## config.mk

```make
export PLATFORM = sky130hd
export DESIGN_NAME = dma_burst_loader_flat
export DESIGN_NICKNAME = d
export VERILOG_FILES = /design/src/rtl/dma_burst_loader_if.sv /design/src/rtl/dma_burst_loader.sv /design/src/flat_wrapper.sv
export SDC_FILE = /design/constraint.sdc
export NUM_CORES = 2
export LEC_CHECK = 0
export ABC_AREA = 0
export BUFFER_PORTS_ARGS = -buffer_cell sky130_fd_sc_hd__buf_4
export CAP_MARGIN = 20
export CORE_AREA = 2 2 762 764
export CTS_CLUSTER_SIZE = 24
export DETAILED_ROUTE_END_ITERATION = 6
export DIE_AREA = 0 0 764 766
export HOLD_SLACK_MARGIN = 0.02
export PLACE_DENSITY_LB_ADDON = 0.05
export SLEW_MARGIN = 0
export SYNTH_ARGS = -nofsm -noshare
export SYNTH_HDL_FRONTEND = slang
export SYNTH_SLANG_ARGS = --single-unit
```

## constraint.sdc

```tcl
create_clock -name clk -period 2.8 [get_ports clk]
set_clock_uncertainty 0.05 [all_clocks]
set_input_delay 0.28 -clock clk [delete_from_list [all_inputs] [get_ports clk]]
set_output_delay 0.28 -clock clk [all_outputs]
set_load 0.01 [all_outputs]
```

## src/rtl/dma_burst_loader_if.sv

```systemverilog
// Bus bundle for dma_burst_loader: start/config request, memory read port, buffer result.
// i_stride is present only when DMA_STRIDE_EN is defined.
interface dma_burst_loader_if #(
    parameter int BUFFER_SIZE       = 120,
    parameter int WORD_SIZE         = 16,
    parameter int MEM_ADDRESS_WIDTH = 10
);
    logic                                   i_start;
    logic [MEM_ADDRESS_WIDTH-1:0]           i_address;
    logic [MEM_ADDRESS_WIDTH-1:0]           i_count;
`ifdef DMA_STRIDE_EN
    logic [MEM_ADDRESS_WIDTH-1:0]           i_stride;
`endif
    logic                                   o_busy;
    logic                                   o_mem_rd;
    logic [MEM_ADDRESS_WIDTH-1:0]           o_mem_addr;
    logic [WORD_SIZE-1:0]                   i_mem_data;
    logic [BUFFER_SIZE-1:0][WORD_SIZE-1:0]  o_buffer;
    logic                                   o_done;

    // master: controller plus memory; slave: the loader itself
    modport master (
`ifdef DMA_STRIDE_EN
        output i_stride,
`endif
        output i_start, i_address, i_count, i_mem_data,
        input  o_busy, o_mem_rd, o_mem_addr, o_buffer, o_done
    );

    modport slave (
`ifdef DMA_STRIDE_EN
        input  i_stride,
`endif
        input  i_start, i_address, i_count, i_mem_data,
        output o_busy, o_mem_rd, o_mem_addr, o_buffer, o_done
    );
endinterface

```

## src/rtl/dma_burst_loader.sv

```systemverilog
// Streams min(count, BUFFER_SIZE) words from memory into a wide registered buffer.
// Optional feature macro: DMA_STRIDE_EN (strided addressing; otherwise stride is 1).
module dma_burst_loader #(
    parameter int BUFFER_SIZE       = 120,
    parameter int WORD_SIZE         = 16,
    parameter int MEM_ADDRESS_WIDTH = 10,
    parameter int MEM_LATENCY       = 1
) (
    input  logic              clk,
    input  logic              i_rst_n,
    dma_burst_loader_if.slave bus
);
    localparam int CNT_W = $clog2(BUFFER_SIZE + 1);
    localparam int AW    = MEM_ADDRESS_WIDTH;

    localparam logic [1:0] S_IDLE  = 2'd0;
    localparam logic [1:0] S_ISSUE = 2'd1;
    localparam logic [1:0] S_DRAIN = 2'd2;
    localparam logic [1:0] S_DONE  = 2'd3;

    logic [1:0]                            state_q, state_d;
    logic                                  rd_q, rd_d;
    logic [AW-1:0]                         addr_q, addr_d;
    logic [CNT_W-1:0]                      n_q, n_d;
    logic [CNT_W-1:0]                      issue_q, issue_d;
    logic [CNT_W-1:0]                      wr_q, wr_d;
    logic [MEM_LATENCY-1:0]                vld_pipe_q, vld_pipe_d;
    logic [BUFFER_SIZE-1:0][WORD_SIZE-1:0] buffer_q, buffer_d;
    logic [AW-1:0]                         stride;
    logic [CNT_W-1:0]                      n_clamp;
    logic [31:0]                           cnt_ext;
    logic                                  wr_en;

`ifdef DMA_STRIDE_EN
    logic [AW-1:0] stride_q, stride_d;
    assign stride = stride_q;
`else
    assign stride = AW'(1);
`endif

    assign cnt_ext = 32'(bus.i_count);
    assign n_clamp = (cnt_ext > 32'(BUFFER_SIZE)) ? CNT_W'(BUFFER_SIZE) : CNT_W'(cnt_ext);
    // the oldest pipeline slot lines up with the data returned for that strobe
    assign wr_en   = vld_pipe_q[MEM_LATENCY-1];

    always_comb begin
        state_d    = state_q;
        rd_d       = rd_q;
        addr_d     = addr_q;
        n_d        = n_q;
        issue_d    = issue_q;
        wr_d       = wr_q;
        buffer_d   = buffer_q;
        vld_pipe_d = MEM_LATENCY'({vld_pipe_q, rd_q});
`ifdef DMA_STRIDE_EN
        stride_d   = stride_q;
`endif

        if (wr_en) wr_d = wr_q + CNT_W'(1);
        for (int i = 0; i < BUFFER_SIZE; i++)
            if (wr_en && wr_q == CNT_W'(i)) buffer_d[i] = bus.i_mem_data;

        case (state_q)
            S_IDLE: begin
                if (bus.i_start) begin
                    addr_d  = bus.i_address;
                    n_d     = n_clamp;
                    issue_d = '0;
                    wr_d    = '0;
`ifdef DMA_STRIDE_EN
                    stride_d = bus.i_stride;
`endif
                    if (n_clamp == '0) begin
                        state_d = S_DONE;
                    end else begin
                        state_d = S_ISSUE;
                        rd_d    = 1'b1;
                    end
                end
            end
            S_ISSUE: begin
                if (issue_q == n_q - CNT_W'(1)) begin
                    rd_d    = 1'b0;
                    state_d = S_DRAIN;
                end else begin
                    issue_d = issue_q + CNT_W'(1);
                    addr_d  = addr_q + stride;
                end
            end
            S_DRAIN: begin
                // leave as the final word lands so DONE follows it directly
                if ((wr_en && wr_q + CNT_W'(1) == n_q) || wr_q == n_q) state_d = S_DONE;
            end
            default: state_d = S_IDLE;
        endcase
    end

    always_ff @(posedge clk or negedge i_rst_n) begin
        if (!i_rst_n) begin
            state_q    <= S_IDLE;
            rd_q       <= 1'b0;
            addr_q     <= '0;
            n_q        <= '0;
            issue_q    <= '0;
            wr_q       <= '0;
            vld_pipe_q <= '0;
            buffer_q   <= '0;
`ifdef DMA_STRIDE_EN
            stride_q   <= '0;
`endif
        end else begin
            state_q    <= state_d;
            rd_q       <= rd_d;
            addr_q     <= addr_d;
            n_q        <= n_d;
            issue_q    <= issue_d;
            wr_q       <= wr_d;
            vld_pipe_q <= vld_pipe_d;
            buffer_q   <= buffer_d;
`ifdef DMA_STRIDE_EN
            stride_q   <= stride_d;
`endif
        end
    end

    assign bus.o_busy     = (state_q != S_IDLE);
    assign bus.o_done     = (state_q == S_DONE);
    assign bus.o_mem_rd   = rd_q;
    assign bus.o_mem_addr = addr_q;
    assign bus.o_buffer   = buffer_q;
endmodule

```

## src/flat_wrapper.sv

```systemverilog
// flat-port wrapper written by rule: the top's interface ports become plain ports
module dma_burst_loader_flat 
#(
    parameter int BUFFER_SIZE       = 120,
    parameter int WORD_SIZE         = 16,
    parameter int MEM_ADDRESS_WIDTH = 10,
    parameter int MEM_LATENCY       = 1
)
  (clk, i_rst_n, bus_i_start, bus_i_address, bus_i_count, bus_i_mem_data, bus_o_busy, bus_o_mem_rd, bus_o_mem_addr, bus_o_buffer, bus_o_done);
  dma_burst_loader_if #(.BUFFER_SIZE(BUFFER_SIZE), .WORD_SIZE(WORD_SIZE), .MEM_ADDRESS_WIDTH(MEM_ADDRESS_WIDTH)) bus_i ();
  input  logic clk;
  input  logic i_rst_n;
  input wire logic [$bits(bus_i.i_start)-1:0] bus_i_start;
  input wire logic [$bits(bus_i.i_address)-1:0] bus_i_address;
  input wire logic [$bits(bus_i.i_count)-1:0] bus_i_count;
  input wire logic [$bits(bus_i.i_mem_data)-1:0] bus_i_mem_data;
  output wire logic [$bits(bus_i.o_busy)-1:0] bus_o_busy;
  output wire logic [$bits(bus_i.o_mem_rd)-1:0] bus_o_mem_rd;
  output wire logic [$bits(bus_i.o_mem_addr)-1:0] bus_o_mem_addr;
  output wire logic [$bits(bus_i.o_buffer)-1:0] bus_o_buffer;
  output wire logic [$bits(bus_i.o_done)-1:0] bus_o_done;
  assign bus_i.i_start = bus_i_start;
  assign bus_i.i_address = bus_i_address;
  assign bus_i.i_count = bus_i_count;
  assign bus_i.i_mem_data = bus_i_mem_data;
  assign bus_o_busy = bus_i.o_busy;
  assign bus_o_mem_rd = bus_i.o_mem_rd;
  assign bus_o_mem_addr = bus_i.o_mem_addr;
  assign bus_o_buffer = bus_i.o_buffer;
  assign bus_o_done = bus_i.o_done;
  dma_burst_loader #(.BUFFER_SIZE(BUFFER_SIZE), .WORD_SIZE(WORD_SIZE), .MEM_ADDRESS_WIDTH(MEM_ADDRESS_WIDTH), .MEM_LATENCY(MEM_LATENCY)) u_core (.clk(clk), .i_rst_n(i_rst_n), .bus(bus_i));
endmodule
```

==> results.yml <==
outcome:
  status: "completed"
route:
  drc: 0
  drt_pass1_iterations: 4
  avgRoutedWirePerCell_um: 31.62
  wl_met3_mm: 44.22
  drtIter0Drc: 2016
  met1_length_mm: 190.3
  highest_layer: "met5"
  antenna_left: 0
  drt-total-wl_mm: 471.5
  via_per_inst: 3.336
  num_vias: 49750
  wl_met2_mm: 225.2
power:
  sequentialPowerShare_pct: 36.2
  p_int_w: 0.06946
  switching_power_w: 0.03428
  leakage_nw: 53.01
  powerDensity_mw_per_mm2: 916.9
  vdd_drop_max_mv: 0.4227
  p_sw_share_pct: 33.05
  comb_power_share_pct: 27.5
  pwr-share-clk_pct: 36.3
global_route:
  grt_overflow: 0
  antenna_found_initial: 70
  grt_usage_pct: 15.63
  grt_pass1_wl_mm: 607.4
  grt_max_degree: 100
  grt_pass1_vias: 53810
critical_path:
  r2r_setup_slack_ns: 0.18
  endpoint_kind: "register"
  path_max_fanout: 5
  critPathRequiredTime_ns: 3.55
  r2r_end: "u_core.state_q[1]$_DFFE_PN0P_"
  regToRegStartpoint: "u_core.wr_q[1]$_DFF_PN0_"
  path_class: "reg2reg"
  r2r_cells: 7
  crit_arrival_ns: 3.37
  crit_path_start_kind: "register"
logic_synthesis:
  muxShareOfSynthArea_pct: 29.12
  netlist_area_mm2: 0.07475
  syn_avg_cell_area_um2: 16.17
  synth_edf_count: 0
  synth_xor_area_share_pct: 0.3046
  ys_types: 62
  netlist_instances: 4623
  synth-simple-area-share_pct: 1.977
  synth_seq_cells: 1955
  ys_warn_count: 0
  async_flop_share_pct: 100.0
  synth_top_family_by_area: "multiplexers"
  synth.yosys.seq_area_share_pct: 65.45
  synth_nets: 4674
  synthFlopType: "dfrtp_1"
  synth-compound-area-share_pct: 0.6126
  synthAdderAreaFrac_pct: 0.2009
die:
  die_width_um: 764
  die_y_um: 766
  dieArea_mm2: 0.5852
  ios: 1972
  core_region_area_mm2: 0.5763
  start_util_pct: 12.97
  rows: 279
placed_design:
  io_buffers: 1971
  place_area_mm2: 0.1030
  gp_congestion: 0.7356
  dp_hpwl_mm: 346.0
timing:
  fin_tns_setup_ns: 0
  worstMarginPinSlew_ns: 0.9437
  hold_viol_final: 0
  period_share_pct: 93.58
  finalMaxSlewViolations: 0
  setup_viol: 0
  relSlewSlack_pct: 37.08
  min_period_ns: 2.620
  max_freq_mhz: 381.6
clock_tree:
  cts_tree: "yes"
  clk_pin_slew_ns: 0.06
  numClockSinks: 1955
  clk_latency_ns: 0.92
  cts.path.max_buffers: 4
  h-tree-depth: 5
  numCtsBuffers: 286
  root_buffer: "clkbuf_16"
finish:
  layout.nets: 6984
  final_common_cell: "buf_4"
  layout_common_cells: "buf_4 (2141), dfrtp_1 (1955), mux2_2 (1919), clkbuf_16 (290), buf_12 (194)"
  final_layout_size_suffix_gt1_share_pct: 67.34
  syn_to_final_growth_pct: 51.36
  final_area_mm2: 0.1131
run:
  drv_cap: 0
hold_path:
  hp-class: "in2reg"
  holdPathStages: 2
  min_from: "bus_i_mem_data[2]"
  holdPathEnd: "u_core.bus.o_buffer[770]$_DFFE_PN0P_"
## synthesized netlist by cell type, types with 8 or more instances
cell      count  share of area [%]
o22ai_1       9              0.075
nand3_2      11               0.15
mux2i_1      13               0.17
nor2_2       50               0.42
clkbuf_1    232                1.2
inv_1        14              0.070
nand3_1       8              0.054
nor2_1       26               0.13
mux2_2     1919                 29
nor2_4       21               0.32
nand2_1      65               0.33
buf_4        46               0.46
o21ai_0      19               0.13
ha_1         12               0.20
buf_2        94               0.63
dfrtp_1    1955                 65
a21oi_1      14              0.094
xor2_1       15               0.18
xnor2_1      11               0.13
## per-layer routing
layer / global-route usage [%] / vias to the layer above
li1: - / 20960
met1: 18.57 / 26560
met2: 26.38 / 1795
met3: 6.171 / 422
met4: 3.592 / 12
met5: 0 / -
## worst max-delay path by stage
stage,from,slack (ns),end,cells past startpoint
finish,u_core.wr_q[1]$_DFF_PN0_,0.18,u_core.state_q[1]$_DFFE_PN0P_,7
floorplan,u_core.wr_q[0]$_DFF_PN0_,0.40,u_core.state_q[1]$_DFFE_PN0P_,8
CTS,u_core.wr_q[1]$_DFF_PN0_,0.03,u_core.bus.o_buffer[389]$_DFFE_PN0P_,7
global route,u_core.wr_q[0]$_DFF_PN0_,-0.002,u_core.bus.o_buffer[104]$_DFFE_PN0P_,7
global placement,u_core.wr_q[1]$_DFF_PN0_,-0.23,u_core.bus.o_buffer[597]$_DFFE_PN0P_,7
detailed placement,u_core.wr_q[1]$_DFF_PN0_,-0.13,u_core.bus.o_buffer[594]$_DFFE_PN0P_,7
## stage by stage
stage                     utilization (%)  hold slack, ns  power, W  worst slack, ns  std cells
after floorplan                         -        -0.06559   0.04754           0.4019       4623
after global placement              17.87          0.2660   0.06746          -0.2338      14330
after detailed placement            17.87          0.2702   0.06754          -0.1350      14330
after CTS                           19.62         0.03295    0.1068          0.03078      14880
after global routing                19.62         0.04855    0.1090        -0.002391      14880
final                               19.63         0.09574    0.1037           0.1797      14910
## logic make-up after synthesis
| logic type | Yosys count |
|---|---|
| adder cells (fa/ha/maj) | 12 |
| AO/OA/AOI/OAI | 66 |
| buffers and inverters | 387 |
| multiplexers | 1934 |
| flip-flops | 1955 |
| AND/OR/NAND/NOR | 243 |
| XOR/XNOR | 26 |
## worst max-delay path: stages (launching register included)
cell	delay, ns
dfrtp_1	0.44
inv_1	0.13
ha_2	0.30
xor2_1	0.15
or4_4	0.44
a2111oi_4	0.45
o221a_4	0.27
mux2_4	0.29
## power groups by stage
| stage | Clock [W] | Combinational (W) | Sequential, W |
|---|---|---|---|
| after floorplan | 0 | 0.00752 | 0.0400 |
| after global placement | 0 | 0.0295 | 0.0379 |
| after detailed placement | 0 | 0.0296 | 0.0380 |
| after CTS | 0.0395 | 0.0297 | 0.0376 |
| after global routing | 0.0405 | 0.0302 | 0.0383 |
| final | 0.0377 | 0.0285 | 0.0375 |
## what timing repair did
item	CTS	global route
endpoints found under the setup margin	140	25
buffers inserted	0	0
endpoints found under the hold margin	1257	0
hold buffers	43	0
pin swaps	0	0
resized for setup	4	4
## layout make-up
| cell class | count | area (um^2) |
|---|---|---|
| Fill cell | 62150 | 463200 |
| Timing Repair Buffer | 2395 | 20620 |
| Inverter | 14 | 56.30 |
| Clock buffer | 428 | 8386 |
| Multi-Input combinational cell | 2281 | 24220 |
| Sequential cell | 1955 | 48920 |
| Tap cell | 7727 | 9668 |
| Antenna cell | 29 | 72.57 |
| Clock inverter | 83 | 1199 |
## state kept, by name, indices dropped and copies added, names as in the netlist
register / count
u_core.bus.o_mem_rd: 1
u_core.wr_q: 7
u_core.bus.o_mem_addr: 10
u_core.bus.o_buffer: 1920
u_core.issue_q: 7
u_core.n_q: 7
u_core.vld_pipe_q: 1
u_core.state_q: 2
Power figures use the tool's default switching activity.
